===== config.mk =====
export PLATFORM = sky130hd
export DESIGN_NAME = alu_seq_divider
export DESIGN_NICKNAME = d
export VERILOG_FILES = /design/src/rtl/alu_seq_divider.sv
export SDC_FILE = /design/constraint.sdc
export NUM_CORES = 1
export LEC_CHECK = 0
export ABC_AREA = 1
export CAP_MARGIN = 20
export CELL_PAD_IN_SITES_DETAIL_PLACEMENT = 2
export CELL_PAD_IN_SITES_GLOBAL_PLACEMENT = 2
export CORE_MARGIN = 2
export CORE_UTILIZATION = 33
export CTS_CLUSTER_SIZE = 16
export DETAILED_ROUTE_END_ITERATION = 10
export PLACE_DENSITY_LB_ADDON = 0.2
export SYNTH_ARGS = -nofsm -noshare
export SYNTH_HDL_FRONTEND = slang
export SYNTH_SLANG_ARGS = --single-unit

===== constraint.sdc =====
create_clock -name clk -period 5.6 [get_ports clk]
set_input_delay 1.68 -clock clk [delete_from_list [all_inputs] [get_ports clk]]
set_output_delay 1.68 -clock clk [all_outputs]
set_load 0.02 [all_outputs]

===== src/rtl/alu_seq_divider.sv =====
// Multi-cycle unsigned restoring divider: one quotient bit per cycle through a shared
// complement-and-add subtract path, driven by a start/busy/done handshake.
module alu_seq_divider #(
    parameter int WIDTH = 24
) (
    input  logic             clk,
    input  logic             rst,
    input  logic             start,
    input  logic [WIDTH-1:0] dividend,
    input  logic [WIDTH-1:0] divisor,
    output logic             busy,
    output logic             done,
    output logic [WIDTH-1:0] quotient,
    output logic [WIDTH-1:0] remainder,
    output logic             div_by_zero
);

    typedef enum logic [1:0] {IDLE, CALC, DONE} state_t;

    localparam int CW = (WIDTH > 2) ? $clog2(WIDTH) : 1;
    localparam logic [CW-1:0] LAST_CNT = CW'(WIDTH - 1);

    state_t           state_q, state_d;
    logic [WIDTH-1:0] r_q, r_d;
    logic [WIDTH-1:0] q_q, q_d;
    logic [WIDTH-1:0] d_q, d_d;
    logic [CW-1:0]    cnt_q, cnt_d;
    logic [WIDTH-1:0] quot_q, quot_d;
    logic [WIDTH-1:0] rem_q, rem_d;
    logic             dbz_q, dbz_d;

    // The partial remainder always ends an iteration below the divisor, so only
    // the shifted value and the difference need the extra guard bit.
    logic             subs;
    logic [WIDTH:0]   rs;
    logic [WIDTH:0]   b_op;
    logic [WIDTH:0]   diff;
    logic [WIDTH-1:0] r_next;
    logic [WIDTH-1:0] q_next;

    always_comb begin
        subs   = (state_q == CALC);
        rs     = {r_q, q_q[WIDTH-1]};
        b_op   = {1'b0, d_q} ^ {(WIDTH+1){subs}};
        diff   = rs + b_op + {{WIDTH{1'b0}}, subs};
        r_next = diff[WIDTH] ? rs[WIDTH-1:0] : diff[WIDTH-1:0];
        q_next = {q_q[WIDTH-2:0], ~diff[WIDTH]};
    end

    always_comb begin
        state_d = state_q;
        r_d     = r_q;
        q_d     = q_q;
        d_d     = d_q;
        cnt_d   = cnt_q;
        quot_d  = quot_q;
        rem_d   = rem_q;
        dbz_d   = dbz_q;
        case (state_q)
            IDLE: begin
                if (start) begin
                    d_d   = divisor;
                    dbz_d = 1'b0;
                    if (divisor == '0) begin
                        quot_d  = '1;
                        rem_d   = dividend;
                        dbz_d   = 1'b1;
                        state_d = DONE;
                    end else begin
                        r_d     = '0;
                        q_d     = dividend;
                        cnt_d   = '0;
                        state_d = CALC;
                    end
                end
            end
            CALC: begin
                r_d   = r_next;
                q_d   = q_next;
                cnt_d = cnt_q + 1'b1;
                if (cnt_q == LAST_CNT) begin
                    quot_d  = q_next;
                    rem_d   = r_next;
                    state_d = DONE;
                end
            end
            DONE:    state_d = IDLE;
            default: state_d = IDLE;
        endcase
    end

    always_ff @(posedge clk) begin
        if (rst) begin
            state_q <= IDLE;
            r_q     <= '0;
            q_q     <= '0;
            d_q     <= '0;
            cnt_q   <= '0;
            quot_q  <= '0;
            rem_q   <= '0;
            dbz_q   <= 1'b0;
        end else begin
            state_q <= state_d;
            r_q     <= r_d;
            q_q     <= q_d;
            d_q     <= d_d;
            cnt_q   <= cnt_d;
            quot_q  <= quot_d;
            rem_q   <= rem_d;
            dbz_q   <= dbz_d;
        end
    end

    assign busy        = (state_q == CALC);
    assign done        = (state_q == DONE);
    assign quotient    = quot_q;
    assign remainder   = rem_q;
    assign div_by_zero = dbz_q;

endmodule


==> reports/summary.txt <==
DR vias -> 7736
R2R setup slack -> 1.90 ns
Worst Path Required -> 3.92 ns
clk buf depth -> 2
Placed Cells incl. Taps -> 1501
CTS root buf -> clkbuf_16
share of layout cells above drive strength 1 -> 7.45%
syn_area_per_cell -> 6.61 µm²
Final Hold Fails -> 0
Fin Setup TNS -> 0 ns
Worst Hold Depth -> 2
Starting Density -> 33.7%
pwr dens -> 316 nW/µm²
Via density -> 5.05
Least-Margin Pin Slew -> 0.859 ns
pre-CTS setup slack -> 1.51 ns
Worst Path Max Fanout -> 50
Die H -> 156 µm
worst r2r path cells -> 16
final core occ -> 41.3%
hold crit path type -> reg2reg
Worst Path Buf+Inv -> 4
hpwl dp -> 20100 µm
Remaining DRCs -> 0
Rows -> 55
clk_lat worst skew -> 0.44 ns
Seq pwr share -> 35.8%
Int Power -> 1900 µW
non-filler instance count after layout -> 1533
Worst VDD drop -> 0.173 mV
GR Util met1 -> 29.4%
GR met2 Demand/Resource -> 42.0%
DR pass1 iterations -> 4
CP endpoint kind -> output pin
max incr delay on CP -> 0.58 ns
synth unique cells -> 41
H-tree depth -> 4
RSZ-0062 raised after global routing -> false
final period utilization -> 74.5%
number of global-route vias before repair -> 8334
Synth Instances -> 1158
Switching Share -> 36.0%
clk sinks -> 128
GPL Wtd Cong -> 0.837
PortBufs -> 101
CP startpoint kind -> flip-flop
first-pass GRT wire length -> 44300 µm
Max Freq -> 240 MHz
main flop type after synthesis -> dfxtp_1
Synth-to-Final Area Change -> 22.7%
maxcap violations -> 0
IO Pins -> 102
ys async rst share -> 0%
fin crit period -> 4.17 ns
Worst path depth -> 5
NetSw -> 1070 µW
Post-Syn Nets -> 1235
run status -> complete, no violations
WP data arrival -> 2.49 ns
largest net degree at the start of global routing -> 55
Clk pin slew, worst setup/hold paths -> 0.06 ns
skew final -> 0.0143 ns
Yosys reg bits -> 128
Post-CTS Hold Fix Bufs -> 0
Final Total Pwr -> 2970 µW
CP cell instances -> inv_1 -> nand2_4 -> buf_4 -> inv_2 -> clkdlybuf4s50_1
Die W -> 156 µm
Core Region -> 22700 µm²
power share of the combinational group -> 27.6%
fin nets -> 1312
final setup violation count -> 0
CTS Buf Count -> 17
# resized after CTS -> 0
total grt overflow -> 0
GRT Max-Usage Layer -> met2
worst setup slack after layout -> 1.43 ns
initial antenna violation count -> 0
Routed WL per cell -> 17.9 µm
sequential fraction of the synthesis area -> 33.5%
Crit path max-delay family -> buffers and inverters
drt total wl -> 27400 µm
Clk pwr share -> 36.6%
antenna viol nets, final -> 0
gr usage total -> 23.2%
Final Max Slew Viols -> 0
number of flops mapped to enable cells by yosys -> 0
CP max-delay cell -> buf_4
die area -> 24400 µm²
Iter 0 DRT Violations -> 311
CTS tree -> done
Crit Path Category -> reg2out
total number of yosys warnings -> 0
ant diodes -> 0
Setup Fix Bufs, Post-CTS -> 0
Leak -> 0.00485 µW
synthesized cell area -> 7650 µm²
M3 GR Usage -> 3.02%
Max transition margin -> 42.7%
[metrics by stage]
| step | hold slack, ns | cell area, µm² |
|---|---|---|
| floorplan | 0.440 | 7650 |
| global placement | 0.462 | 8830 |
| detailed placement | 0.465 | 8830 |
| CTS | 0.478 | 9390 |
| global route | 0.518 | 9390 |
| finish | 0.478 | 9390 |
[area by class of cell]
class / count / area [µm²]
well taps: 285 / 357
repair buffers: 110 / 1080
fillers: 2710 / 13300
clock inverters: 14 / 131
clock buffers: 18 / 429
inverters: 147 / 552
multi-input cells: 831 / 4280
flip-flops and latches: 128 / 2560
[Yosys cell counts (all sizes together) (3+ instances only)]
cell type	number	area, µm²
o211a	22	220
o21ai	57	285
nor2	186	744
nand4	13	87.6
dfxtp	128	2560
nand3b	4	30.0
ha	25	313
a21oi	31	174
xnor2	23	201
xor2	13	114
buf	26	166
clkbuf	26	97.6
inv	147	552
nand2	294	1230
nor3	27	135
nand3	117	591
nor4	3	18.8
o21bai	4	30.0
[per-layer routing]
| layer | vias up | part of all wire [%] |
|---|---|---|
| met2 | 94 | 50 |
| met4 | 0 | 1.1 |
| met5 | - | 0 |
| met3 | 25 | 2.3 |
| li1 | 3825 | - |
| met1 | 3792 | 47 |
[state kept, by name, summed over array words and instances, names as in the netlist]
name,flops
d_q,24
q_q,24
quotient,24
r_q,24
remainder,24
cnt_q,5
state_q,2
div_by_zero,1
[worst register-to-register path, delay by kind of cell, from the launching register on]
family	cells	cell delay (ns)
AO/OA/AOI/OAI	1	0.17
AND/OR/NAND/NOR	11	1.98
XOR/XNOR	1	0.61
buffers and inverters	2	0.11
flip-flops	1	0.42
adder cells (fa/ha/maj)	1	0.37
[layout by cell type (no fill, tap or decap), types with 17 or more instances in the layout]
cell type,count
o211a_1,22
clkbuf_16,17
nor3_1,27
dfxtp_1,128
nor2_1,179
inv_1,141
nand2_2,21
a21oi_1,26
o21ai_0,57
nand3_1,116
ha_1,25
xnor2_1,23
clkdlybuf4s50_1,101
nand2_1,262
[final timing paths]
path	endpoint	start
worst max-delay path	busy	state_q[1]
worst min-delay path	cnt_q[1]	cnt_q[1]
worst max register to register	remainder[5]	state_q[0]
worst min register to register	cnt_q[1]	cnt_q[1]
[kinds of logic (layout without fill, tap and decap cells)]
kind of cell	after synthesis	after routing	synth area share (%)
xor gates and xnor gates	36	36	4.12
DFF	128	128	33.5
AOI/OAI and AO/OA	119	119	9.75
adders and majority gates	26	26	4.35
buffers and inverters	199	289	10.7
and+or+nand+nor	650	650	37.6
[power groups by stage]
| stage | combinational, µW | sequential [µW] | clock (µW) |
|---|---|---|---|
| after floorplan | 513 | 1100 | 0 |
| after global placement | 790 | 1080 | 0 |
| after detailed placement | 817 | 1080 | 0 |
| after CTS | 831 | 1060 | 1110 |
| after global routing | 907 | 1070 | 1160 |
| final | 819 | 1060 | 1090 |
No activity file was read; power rests on OpenSTA's default activity.
